File: src/rtl/clock_pkg.sv
// Shared types, BCD limits and BCD step helpers for the clock/alarm datapath.
package clock_pkg;

    typedef enum logic {
        IDLE = 1'b0,
        RING = 1'b1
    } alarm_state_t;

    localparam logic [7:0] MIN_MAX = 8'h59;
    localparam logic [7:0] SEC_MAX = 8'h59;

    function automatic logic [7:0] bcd_inc(input logic [7:0] v, input logic [7:0] max);
        if (v == max)
            return 8'h00;
        else if (v[3:0] == 4'd9)
            return {v[7:4] + 4'd1, 4'd0};
        else
            return {v[7:4], v[3:0] + 4'd1};
    endfunction

    function automatic logic [7:0] bcd_dec(input logic [7:0] v, input logic [7:0] max);
        if (v == 8'h00)
            return max;
        else if (v[3:0] == 4'd0)
            return {v[7:4] - 4'd1, 4'd9};
        else
            return {v[7:4], v[3:0] - 4'd1};
    endfunction

    function automatic logic [7:0] to_bcd(input int unsigned n);
        return {4'(n / 10), 4'(n % 10)};
    endfunction

endpackage

File: src/rtl/bcd_mod_counter.sv
// Two-digit BCD up/down counter wrapping between 00 and MAX; carry flags the MAX->00 increment.
module bcd_mod_counter
    import clock_pkg::*;
#(
    parameter logic [7:0] MAX = 8'h59
) (
    input  logic       clk,
    input  logic       rst,
    input  logic       inc,
    input  logic       dec,
    input  logic       clr,
    output logic [7:0] value,
    output logic       carry
);

    logic [7:0] value_reg;

    always_ff @(posedge clk) begin
        if (!rst)
            value_reg <= 8'h00;
        else if (clr)
            value_reg <= 8'h00;
        else if (inc)
            value_reg <= bcd_inc(value_reg, MAX);
        else if (dec)
            value_reg <= bcd_dec(value_reg, MAX);
    end

    assign value = value_reg;
    assign carry = inc && !clr && (value_reg == MAX);

endmodule

File: src/rtl/time_alarm_core.sv
// Running time HH:MM:SS and alarm HH:MM in BCD, with adjust, alarm ring/timeout and display mux.
module time_alarm_core
    import clock_pkg::*;
#(
    parameter int HOUR_MAX      = 23,
    parameter int ALARM_TIMEOUT = 60
) (
    input  logic       clk,
    input  logic       rst,
    input  logic       tick_1hz,
    input  logic       run,
    input  logic       sel_alarm,
    input  logic       adj_hour,
    input  logic       adj_min,
    input  logic       updown,
    input  logic       alarm_ack,
    output logic [7:0] disp_hh,
    output logic [7:0] disp_mm,
    output logic       sec_led,
    output logic       alarm_active,
    output logic       alarm_blink
);

    localparam logic [7:0] HOUR_MAX_BCD = to_bcd(HOUR_MAX);
    localparam int         CW           = $clog2(ALARM_TIMEOUT + 1);
    localparam logic [CW-1:0] LAST      = CW'(ALARM_TIMEOUT - 1);

    logic       tick_ok, adj_hr_req, adj_min_req;
    logic       t_hr_adj, t_min_adj, a_hr_adj, a_min_adj;
    logic [7:0] sec_value, min_value, hr_value, alarm_min, alarm_hr;
    logic       sec_carry, min_carry;
    logic       hr_carry_unused, amin_carry_unused, ahr_carry_unused;

    assign tick_ok     = tick_1hz & run;
    assign adj_hr_req  = ~run & adj_hour;
    assign adj_min_req = ~run & adj_min & ~adj_hour;   // hour wins a simultaneous request
    assign t_hr_adj    = adj_hr_req & ~sel_alarm;
    assign t_min_adj   = adj_min_req & ~sel_alarm;
    assign a_hr_adj    = adj_hr_req & sel_alarm;
    assign a_min_adj   = adj_min_req & sel_alarm;

    bcd_mod_counter #(.MAX(SEC_MAX)) u_sec (
        .clk(clk), .rst(rst), .inc(tick_ok), .dec(1'b0), .clr(t_min_adj),
        .value(sec_value), .carry(sec_carry));

    bcd_mod_counter #(.MAX(MIN_MAX)) u_min (
        .clk(clk), .rst(rst), .inc(sec_carry | (t_min_adj & updown)),
        .dec(t_min_adj & ~updown), .clr(1'b0),
        .value(min_value), .carry(min_carry));

    bcd_mod_counter #(.MAX(HOUR_MAX_BCD)) u_hr (
        .clk(clk), .rst(rst), .inc((sec_carry & min_carry) | (t_hr_adj & updown)),
        .dec(t_hr_adj & ~updown), .clr(1'b0),
        .value(hr_value), .carry(hr_carry_unused));

    bcd_mod_counter #(.MAX(MIN_MAX)) u_alarm_min (
        .clk(clk), .rst(rst), .inc(a_min_adj & updown), .dec(a_min_adj & ~updown),
        .clr(1'b0), .value(alarm_min), .carry(amin_carry_unused));

    bcd_mod_counter #(.MAX(HOUR_MAX_BCD)) u_alarm_hr (
        .clk(clk), .rst(rst), .inc(a_hr_adj & updown), .dec(a_hr_adj & ~updown),
        .clr(1'b0), .value(alarm_hr), .carry(ahr_carry_unused));

    // Match against the time the tick is about to produce, not the current one.
    logic [7:0] next_min, next_hr;
    logic       trigger;

    always_comb begin
        next_min = sec_carry ? bcd_inc(min_value, MIN_MAX) : min_value;
        next_hr  = (sec_carry && min_value == MIN_MAX) ? bcd_inc(hr_value, HOUR_MAX_BCD) : hr_value;
        trigger  = sec_carry && (next_min == alarm_min) && (next_hr == alarm_hr);
    end

    alarm_state_t  state_reg, state_next;
    logic [CW-1:0] count_reg, count_next;
    logic          blink_reg, blink_next;
    logic          sec_led_reg;

    always_ff @(posedge clk) begin
        if (!rst) begin
            state_reg   <= IDLE;
            count_reg   <= '0;
            blink_reg   <= 1'b0;
            sec_led_reg <= 1'b0;
        end else begin
            state_reg   <= state_next;
            count_reg   <= count_next;
            blink_reg   <= blink_next;
            sec_led_reg <= sec_led_reg ^ tick_ok;
        end
    end

    always_comb begin
        state_next = state_reg;
        count_next = count_reg;
        blink_next = blink_reg;
        case (state_reg)
            IDLE: begin
                if (trigger && !alarm_ack) begin
                    state_next = RING;
                    count_next = '0;
                    blink_next = 1'b0;
                end
            end
            RING: begin
                if (alarm_ack || !run) begin
                    state_next = IDLE;
                    blink_next = 1'b0;
                end else if (tick_ok) begin
                    if (count_reg == LAST) begin
                        state_next = IDLE;
                        blink_next = 1'b0;
                    end else begin
                        count_next = count_reg + 1'b1;
                        blink_next = ~blink_reg;
                    end
                end
            end
            default: state_next = IDLE;
        endcase
    end

    assign sec_led      = sec_led_reg;
    assign alarm_active = (state_reg == RING);
    assign alarm_blink  = blink_reg;
    assign disp_hh      = (!run && sel_alarm) ? alarm_hr  : hr_value;
    assign disp_mm      = (!run && sel_alarm) ? alarm_min : min_value;

endmodule

File: config.mk
export PLATFORM = sky130hd
export DESIGN_NAME = time_alarm_core
export DESIGN_NICKNAME = d
export VERILOG_FILES = /design/src/rtl/clock_pkg.sv /design/src/rtl/bcd_mod_counter.sv /design/src/rtl/time_alarm_core.sv
export SDC_FILE = /design/constraint.sdc
export NUM_CORES = 1
export LEC_CHECK = 0
export CAP_MARGIN = 5
export CORE_MARGIN = 2
export CORE_UTILIZATION = 45
export CTS_CLUSTER_DIAMETER = 80
export DETAILED_ROUTE_END_ITERATION = 12
export PLACE_DENSITY = 0.72
export SETUP_SLACK_MARGIN = 0.02
export SLEW_MARGIN = 40
export SYNTH_ARGS = -nofsm -noshare
export SYNTH_HDL_FRONTEND = slang
export SYNTH_SLANG_ARGS = --single-unit
File: constraint.sdc
create_clock -name clk -period 5.2 [get_ports clk]
set_clock_uncertainty 0.2 [all_clocks]
set_input_delay 1.04 -clock clk [delete_from_list [all_inputs] [get_ports clk]]
set_output_delay 1.04 -clock clk [all_outputs]
set_load 0.01 [all_outputs]
Yosys cells after proc, flatten, opt, wreduce, memory -nomap -nowiden
Index checks and enable logic that the tools add are counted.

operators by class
  add/subtract/negate cells = 19
  equality and inequality tests = 20
  multiplexer cells = 45
  bitwise logic cells = 27
  reduce and logical (&&, ||, !) cells = 37

operator list
  operator             count
  $mux 8               30
  $add 4x1->4 const B  10
  $logic_not 8->1      4
  $sub 4x1->4 const B  8
  $eq 8x7->1 const B   3
  $mux 6               4
  $eq 4x4->1 const B   5
  $and 1x1->1          17
  $eq 8x6->1 const B   2
  $eq 8x8->1           2
  $logic_not 4->1      4
  $pmux 6 s2           1
  $reduce_bool 3->1    4
  $reduce_bool 2->1    5
  $logic_and 1x1->1    8
  $mux 1               8
  $ne 2x2->1 const B   4
  $reduce_and 2->1     4
  $not 1->1            7
  $add 6x1->6 const B  1
  $eq 6x6->1 const B   1
  $ne 3x3->1 const B   2
  $reduce_and 3->1     2
  $pmux 1 s2           2
  7 further kinds      10

word-level totals
  register bits after elaboration = 49
  input bits = 9
  output and inout port bits = 19
  word-level logic and storage cells = 162

Longest topological paths before layout
Gate-level depths: netlist of the first run.

  depth after elaboration = 14
  mapped depth = 12
  gate-level depth less buffers = 10

Cells and area by module
Synthesis of the first run repeated with hierarchy kept, for this count alone.

unflattened totals
  cells, all modules = 667
  area total of the unflattened synthesis = 5221.3 sq um

modules (own cells, without submodules)
  module                             times used  cells each  area each (sq um)  seq. area each (sq um)
  bcd_mod_counter (u_alarm_min ...)  3           83          699.4              160.2
  time_alarm_core                    1           236         1621.6             180.2
  bcd_mod_counter (u_alarm_hr ...)   2           91          750.7              160.2

Worst setup path before layout of the first run
Ideal clock, no wire load.

  path kind = input to register
  from = input port adj_min
  to = register count_reg[2]
  arrival time = 3606 ps
  data required time = 4867 ps
  path slack = 1262 ps
  cell stages on the path = 8
  path through = nor4b_4 or4_4 or4_1 and3_1 or4_1 or4b_4 o211ai_1 a31oi_1

on the way
  cells in the longest elaborated chain, start to end = 13
  elaborated cells between the ends (all ways) = 16

ends and longest elaborated chain
  item                                             RTL line                                      RTL
  from (decl)                                      time_alarm_core.sv:14                         input logic adj_min,
  $and 1x1->1 * (2 in series)                      time_alarm_core.sv:36                         assign adj_min_req = ~run & adj_min & ~adj_hour;
  $and 1x1->1 *                                    time_alarm_core.sv:38                         assign t_min_adj = adj_min_req & ~sel_alarm;
  $logic_not 1->1 *                                bcd_mod_counter.sv:30                         assign carry = inc && !clr && (value_reg == MAX);
  $logic_and 1x1->1 * (2 in series)                bcd_mod_counter.sv:30
  $mux 8 or $logic_and 1x1->1 (tied branches)      time_alarm_core.sv:69, time_alarm_core.sv:70
  $eq 8x8->1 or $mux 8 (tied branches)             time_alarm_core.sv:71, time_alarm_core.sv:70
  $logic_and 1x1->1 or $eq 8x8->1 (tied branches)  time_alarm_core.sv:71                         trigger = sec_carry && (next_min == alarm_min) && (next_hr == alarm_hr);
  $logic_and 1x1->1 *                              time_alarm_core.sv:71
  $logic_and 1x1->1 *                              time_alarm_core.sv:99                         if (trigger && !alarm_ack) begin
  $ne 2x2->1 (no source line) *                    n/a
  $reduce_and 4->1 (no source line) *              n/a
  to (signal assigned)                             time_alarm_core.sv:87                         count_reg <= count_next;
  to (decl)                                        time_alarm_core.sv:75                         logic [CW-1:0] count_reg, count_next;

Mark *: on every way between the ends. The rest lies on a longest branch, timed or not.
A chain may end at the register's enable or synchronous reset.

Worst setup path after layout of the first run
  from = input port run
  to = register count_reg[4]

on the way
  cells in the longest elaborated chain, start to end = 14
  elaborated cells between the ends (all ways) = 22

ends and longest elaborated chain
  item                                             RTL line                                      RTL
  from (decl)                                      time_alarm_core.sv:11                         input logic run,
  $not 1->1                                        time_alarm_core.sv:36
  $and 1x1->1 (2 in series)                        time_alarm_core.sv:36
  $and 1x1->1                                      time_alarm_core.sv:38
  $logic_not 1->1                                  bcd_mod_counter.sv:30
  $logic_and 1x1->1 (2 in series)                  bcd_mod_counter.sv:30
  $mux 8 or $logic_and 1x1->1 (tied branches)      time_alarm_core.sv:69, time_alarm_core.sv:70
  $eq 8x8->1 or $mux 8 (tied branches)             time_alarm_core.sv:71, time_alarm_core.sv:70
  $logic_and 1x1->1 or $eq 8x8->1 (tied branches)  time_alarm_core.sv:71
  $logic_and 1x1->1                                time_alarm_core.sv:71
  $logic_and 1x1->1                                time_alarm_core.sv:99
  $ne 2x2->1 (no source line)                      n/a
  $reduce_and 4->1 (no source line) *              n/a

Marks and branches as above.

==> results_dict.tcl, run 1 <==
set metrics [dict create \
    die_area_um2 10600 \
    drc 0 \
    reg2reg_slack_ps 1290 \
    crit_family "simple AND/OR/NAND/NOR gates" \
    antenna_left 0 \
    syn2layout_area_growth_pct 11.3 \
    cts-root-buf "clkbuf_8" \
    synthArstFlopShare_pct 0 \
    post-route-period-util_pct 86.5 \
    antenna_found_initial 0 \
    tightest_slew_ps 877 \
    status "finished clean" \
    postCtsSetupRepairBufs 0 \
    wire_per_inst_um 16.6 \
    power-per-cell-area_nw_per_um2 182 \
    timing.hold.ws_ps 310 \
    wl_mm 12.6 \
    yosysUniqueCellTypes 64 \
    clock_latency_ps 320 \
    slowest_stage "or4_4" \
    required_ps 5200 \
    synth_cells 620 \
    coreArea_um2 9640 \
    hold_violations 0 \
    cts_tree "yes" \
    die_h_um 103 \
    worst-path-buf-inv 1 \
    critPathMaxStageDelay_ps 640 \
    crit_end "count_reg[4]$_SDFFE_PN0P_" \
    arrival_ps 4500 \
    die_x_um 103 \
    drtIter0Drc 431 \
    ys_warn_count 0 \
    drive_gt1_share_pct 5.75 \
    htree_levels 2 \
    dp_hpwl_mm 9.24 \
    cts.sinks 49 \
    cp.depth 9 \
    netlist_area_um2 4390 \
    synth_flop_cell "dfxtp_1" \
    fillCellCount 977 \
    cap_violations 0 \
    critPathLaunch "run" \
    grt-ovfl-total 0 \
    cts_resized 0 \
    crit_chain "clkdlybuf4s50_1 -> nand3_2 -> or4_4 -> or4_1 -> and3_1 -> or4_1 -> or4b_4 -> o211ai_1 -> a21oi_1" \
    cp_common_cell "or4_1" \
    synthesis.nets 658 \
    reg2reg_to "count_reg[4]$_SDFFE_PN0P_" \
    gp_congestion 0.908 \
    finalSetupViolCount 0 \
    rsz0062_at_grt "no" \
    p_total_uw 892 \
    r2r_start "u_min.value[0]$_SDFFE_PN0P_" \
    crit_path_max_fanout 15 \
    ys_top_cells_by_area "dfxtp_1, ha_1, a21oi_1" \
    cts_buffers 5 \
    grt_pass1_wl_mm 20.6 \
    diodes 0 \
    cts_max_path_buffers 2 \
    vias 4788 \
    syn_avg_cell_area_um2 7.08 \
    fin_setup_tns_ps 0 \
    cts_hold_buf 0 \
    p_leak_nw 1.69 \
    ys_seq_elements 49 \
    grt_max_degree 30 \
    placementRows 36 \
    firstDrtPassIters 5 \
    ioPinCount 28 \
    final_nets 663 \
    fmax_mhz 222 \
    clk_pin_slew_worst_paths_ps 110 \
    slew_viol_final 0 \
    ir_drop_uv 129 \
    hold_class "register to register" \
    period_needed_ps 4500 \
    synth-edff-count 0 \
    synth_top_area_share_pct 22.3 \
    start_kind "input pin" \
    yosysTopAreaCell "dfxtp_1" \
    start_util_pct 45.5 \
    worstRegToRegCells 9 \
    first_global_vias 4332 \
    avgViaCountPerCell 6.31 \
    maxSlewHeadroom_pct 41.4 \
    yosysSeqAreaShare_pct 22.3 \
    io_buffers 27 \
    grtUsageTotal_pct 24.5 \
    critical_path_class "input pin to register" \
    crit_path_end_kind "register" \
]
## where the power goes
part / internal (mW) / leakage [nW] / switching [mW]
Clock: 0.194 / 0.0687 / 0.144
Combinational: 0.0620 / 1.22 / 0.0901
Sequential: 0.383 / 0.397 / 0.0184
## cells by family after synthesis
logic type	Yosys count	share of synthesized area, %
compound gates	193	28.1
xor+xnor	15	2.99
fa+ha+maj	29	8.27
buf+inv	70	6.04
flops	49	22.3
mux	11	2.77
simple gates	253	29.4
## cells in the final DEF (no fill, tap or decap), types with 6 or more instances in the layout
master / synthesis / final
nand2_1: 63 / 63
nor2_1: 61 / 61
a21oi_1: 59 / 59
dfxtp_1: 49 / 49
o21ai_0: 42 / 42
inv_1: 32 / 32
ha_1: 29 / 29
nor3_1: 27 / 27
clkdlybuf4s50_1: 0 / 27
nand3_1: 19 / 19
a211oi_1: 16 / 16
o211ai_1: 15 / 15
nor4_1: 13 / 13
nand4_1: 11 / 11
a31oi_1: 9 / 9
xnor2_1: 9 / 9
mux2_2: 9 / 9
buf_4: 0 / 9
nand2b_1: 7 / 7
and2_1: 7 / 7
nand3b_1: 7 / 7
a311oi_1: 6 / 6
xor2_1: 6 / 6
or3_1: 6 / 6
## synth_stat cells, types with 11 or more instances
master and instances:
ha_1 29, inv_1 32, nand2_1 63, nand4_1 11
nor3_1 27, clkbuf_1 30, a21oi_1 59, a211oi_1 16
nor2_1 61, nand3_1 19, o21ai_0 42, o211ai_1 15
nor4_1 13, dfxtp_1 49
## per-layer routing
layer	share of wire, %	global-route usage [%]	vias to the layer above
met5	0	0	-
met4	2.1	8.10	0
met3	7.5	4.88	28
met2	46	40.0	202
met1	45	32.4	2261
li1	-	-	2297
## through the flow
| step | utilization (%) | instance area (um2) | std cells | setup slack (ps) |
|---|---|---|---|---|
| floorplan | - | 4390 | 620 | 1260 |
| detailed placement | 49.3 | 4750 | 751 | 373 |
| finish | 50.7 | 4890 | 759 | 703 |
| global route | 50.7 | 4890 | 759 | 516 |
| global placement | 49.3 | 4750 | 751 | 440 |
| CTS | 50.7 | 4890 | 759 | 720 |
## final cells by class
type                       instances  area, um2  area share, %
multi-input combinational        501       3140           64.3
inverter                          32        120           2.46
clock inverter                     3       68.8           1.41
clock buffer                       5       68.8           1.41
sequential                        49        981           20.1
tap                              133        166           3.41
timing repair buffer              36        338           6.91
## how the worst min path moves through the flow
stage	endpoint	cells past startpoint	from
CTS	alarm_blink$_SDFFE_PN0P_	2	alarm_blink$_SDFFE_PN0P_
global route	alarm_blink$_SDFFE_PN0P_	2	alarm_blink$_SDFFE_PN0P_
finish	alarm_blink$_SDFFE_PN0P_	2	alarm_blink$_SDFFE_PN0P_
detailed placement	alarm_blink$_SDFFE_PN0P_	2	alarm_blink$_SDFFE_PN0P_
global placement	alarm_blink$_SDFFE_PN0P_	2	alarm_blink$_SDFFE_PN0P_
floorplan	u_sec.value[3]$_SDFFE_PP0N_	2	u_sec.value[3]$_SDFFE_PP0N_
## worst register-to-register path, cell delays in order (launching register included)
cell	delay [ps]
dfxtp_1	510
ha_1	270
and3b_1	430
nand2_1	320
or4_1	600
and3_1	220
or4_1	400
or4b_4	580
o211ai_1	190
a21oi_1	80
Power figures use the tool's default switching activity.
==> inputs of run 2 (changes only) <==
--- a/config.mk
+++ b/config.mk
@@ -5,12 +5,14 @@
 export SDC_FILE = /design/constraint.sdc
 export NUM_CORES = 1
 export LEC_CHECK = 0
+export ABC_AREA = 1
 export CAP_MARGIN = 5
 export CORE_MARGIN = 2
 export CORE_UTILIZATION = 45
 export CTS_CLUSTER_DIAMETER = 80
 export DETAILED_ROUTE_END_ITERATION = 12
 export PLACE_DENSITY = 0.72
+export RECOVER_POWER = 50
 export SETUP_SLACK_MARGIN = 0.02
 export SLEW_MARGIN = 40
 export SYNTH_ARGS = -nofsm -noshare
==> run 2 against run 1 <==
- die area down 0.27%
- count of clock-buffer cells in the layout up 1
- global-route usage down 1.8 points
- worst setup slack better by 37 ps
- hold slack better by 9.2 ps
- synthesized cell count up 13%
- first-iteration DRC count down 50%
- sequential cell count unchanged
- largest cell class unchanged
==> results_dict.tcl, run 2 <==
set metrics [dict create \
    finalSetupViolCount 0 \
    final_cell_mix "nand2_1, inv_1, nand3_1" \
    die_x_um 103 \
    drive_gt1_share_pct 5.86 \
    grt-ovfl-total 0 \
    cts_resized 0 \
    p_int_uw 609 \
    netlist_area_um2 4380 \
    cts_buffers 5 \
    post-route-period-util_pct 85.8 \
    ioPinCount 28 \
    yosysSeqAreaShare_pct 22.4 \
    firstDrtPassIters 5 \
    synth_top_area_share_pct 22.4 \
    coreArea_um2 9330 \
    antenna_left 0 \
    gp_congestion 0.928 \
    wl_mm 11.4 \
    die_h_um 103 \
    combPwrFrac_pct 19.9 \
    cts_hold_buf 0 \
    diodes 0 \
    syn2layout_area_growth_pct 9.81 \
    required_ps 3960 \
    busiest_layer "met2" \
    clock_latency_ps 320 \
    syn_avg_cell_area_um2 6.25 \
    cap_violations 0 \
    power-per-cell-area_nw_per_um2 183 \
    yosysUniqueCellTypes 42 \
    clk_pin_slew_worst_paths_ps 100 \
    yosysMostFrequentCell "nand2_1" \
    yosysTopAreaCell "dfxtp_1" \
    crit_chain "dlygate4sd3_1 -> nor2_2 -> buf_4 -> nand2_1 -> o21ai_0 -> clkdlybuf4s50_1" \
    stdcell_count 846 \
    synthesis.nets 738 \
    utilization_pct 51.5 \
    ir_drop_uv 99.8 \
    ys_top_cells_by_area "dfxtp_1, nand2_1, ha_1" \
    worst-path-buf-inv 3 \
    ys_seq_elements 49 \
    p_seq_share_pct 45.9 \
    synth_cells 700 \
    drtIter0Drc 215 \
    dp_hpwl_mm 8.65 \
    crit_path_end_kind "output pin" \
    rsz0062_at_grt "no" \
    placementRows 35 \
    cts-root-buf "clkbuf_8" \
    synthArstFlopShare_pct 0 \
    p_leak_nw 2.17 \
    grt_util_met3_pct 4.07 \
    crit_path_max_fanout 16 \
    critical_path_class "input pin to output pin" \
    final_common_cell "nand2_1" \
    met2_usage_pct 37.9 \
    die_area_um2 10500 \
    maxSlewHeadroom_pct 23.1 \
    cts_tree "yes" \
    slowest_stage "dlygate4sd3_1" \
    p_sw_share_pct 30.9 \
    slew_viol_final 0 \
    period_needed_ps 4460 \
    timing.hold.ws_ps 319 \
    fin_setup_tns_ps 0 \
    hold_class "register to register" \
    arrival_ps 3220 \
    use_met1_pct 30.5 \
    tightest_slew_ps 1140 \
    drc 0 \
    wire_per_inst_um 13.4 \
    p_switching_uw 273 \
    hold_violations 0 \
    final_nets 754 \
    grt_max_degree 18 \
    postCtsSetupRepairBufs 0 \
    antenna_found_initial 0 \
    synth_common_cells "nand2_1, inv_1, nand3_1" \
    status "finished clean" \
    htree_levels 2 \
    setup_slack_ps 740 \
    grt_pass1_wl_mm 19.6 \
    vias 4581 \
    start_kind "input pin" \
    crit_family "buffers and inverters" \
    post-place-ws_ps 865 \
    first_global_vias 4255 \
    p_clk_share_pct 34.1 \
    avgViaCountPerCell 5.41 \
    ys_warn_count 0 \
    critPathMaxStageDelay_ps 590 \
    io_buffers 27 \
    cts.sinks 49 \
    cts_max_path_buffers 2 \
    dp.cells 838 \
    start_util_pct 46.9 \
    fmax_mhz 224 \
    synth-edff-count 0 \
    synth_flop_cell "dfxtp_1" \
    grtUsageTotal_pct 22.7 \
]
[run 2: cell type report]
cell class	instances	area (um2)
Clock inverter	2	37.5
Tap cell	129	161
Fill cell	956	4520
Sequential cell	49	981
Timing Repair Buffer	29	285
Multi-Input combinational cell	542	2920
Clock buffer	6	82.6
Inverter	89	343
[run 2: worst register-to-register path, stage by stage, from the launching register on]
cell and delay [ps]:
dfxtp_1 410, ha_1 190, nand2_1 70, nor2_2 150, nand3_1 460, nor2_4 450
nor2_1 190, nor2_1 370, clkinv_1 200, nand2_1 120, nand2_1 140, a221oi_1 280
a211oi_1 70
[run 2: metrics by stage]
| step | total power, mW | area (um2) |
|---|---|---|
| finish | 0.881 | 4810 |
| global route | 0.928 | 4810 |
| CTS | 0.890 | 4840 |
| detailed placement | 0.590 | 4720 |
| global placement | 0.586 | 4720 |
| floorplan | 0.535 | 4380 |
[run 2: layer usage]
| layer | share of wire, % | routed length, um |
|---|---|---|
| met5 | 0 | 0 |
| met4 | 1.3 | 146 |
| met3 | 4.9 | 552 |
| met2 | 47 | 5300 |
| met1 | 47 | 5370 |
[run 2: final timing paths]
path,slack [ps],to,cells past startpoint,from
worst max-delay path,740,disp_mm[7],6,run
worst min-delay path,320,u_sec.value[5]$_SDFFE_PP0P_,2,u_sec.value[5]$_SDFFE_PP0P_
worst max register to register,1790,u_hr.value[4]$_SDFFE_PN0P_,12,u_sec.value[0]$_SDFFE_PP0N_
worst min register to register,320,u_sec.value[5]$_SDFFE_PP0P_,2,u_sec.value[5]$_SDFFE_PP0P_
[run 2: cell families (layout without fill, tap and decap cells)]
group | Yosys count | in the layout | synth area share [%]
AOI/OAI and AO/OA | 133 | 133 | 17.3
adders and majority gates | 29 | 29 | 8.29
and+or+nand+nor | 357 | 357 | 37.1
buffers and inverters | 109 | 126 | 10.3
DFF | 49 | 49 | 22.4
xor gates and xnor gates | 23 | 23 | 4.60
[run 2: power groups by stage]
| stage | logic, mW | clock network [mW] | registers, mW |
|---|---|---|---|
| 2_1_floorplan | 0.130 | 0 | 0.405 |
| 3_3_place_gp | 0.173 | 0 | 0.413 |
| 3_5_place_dp | 0.176 | 0 | 0.413 |
| 4_1_cts | 0.177 | 0.308 | 0.405 |
| 5_1_grt | 0.200 | 0.321 | 0.407 |
| 6_report | 0.176 | 0.301 | 0.405 |
==> inputs of run 3 (changes only) <==
--- a/config.mk
+++ b/config.mk
@@ -9,7 +9,7 @@
 export CAP_MARGIN = 5
 export CORE_MARGIN = 2
 export CORE_UTILIZATION = 45
-export CTS_CLUSTER_DIAMETER = 80
+export CTS_CLUSTER_DIAMETER = 40
 export DETAILED_ROUTE_END_ITERATION = 12
 export PLACE_DENSITY = 0.72
 export RECOVER_POWER = 50
==> results of run 3 <==
Same layout as run 2: the final DEF is identical, and so are final timing and power.
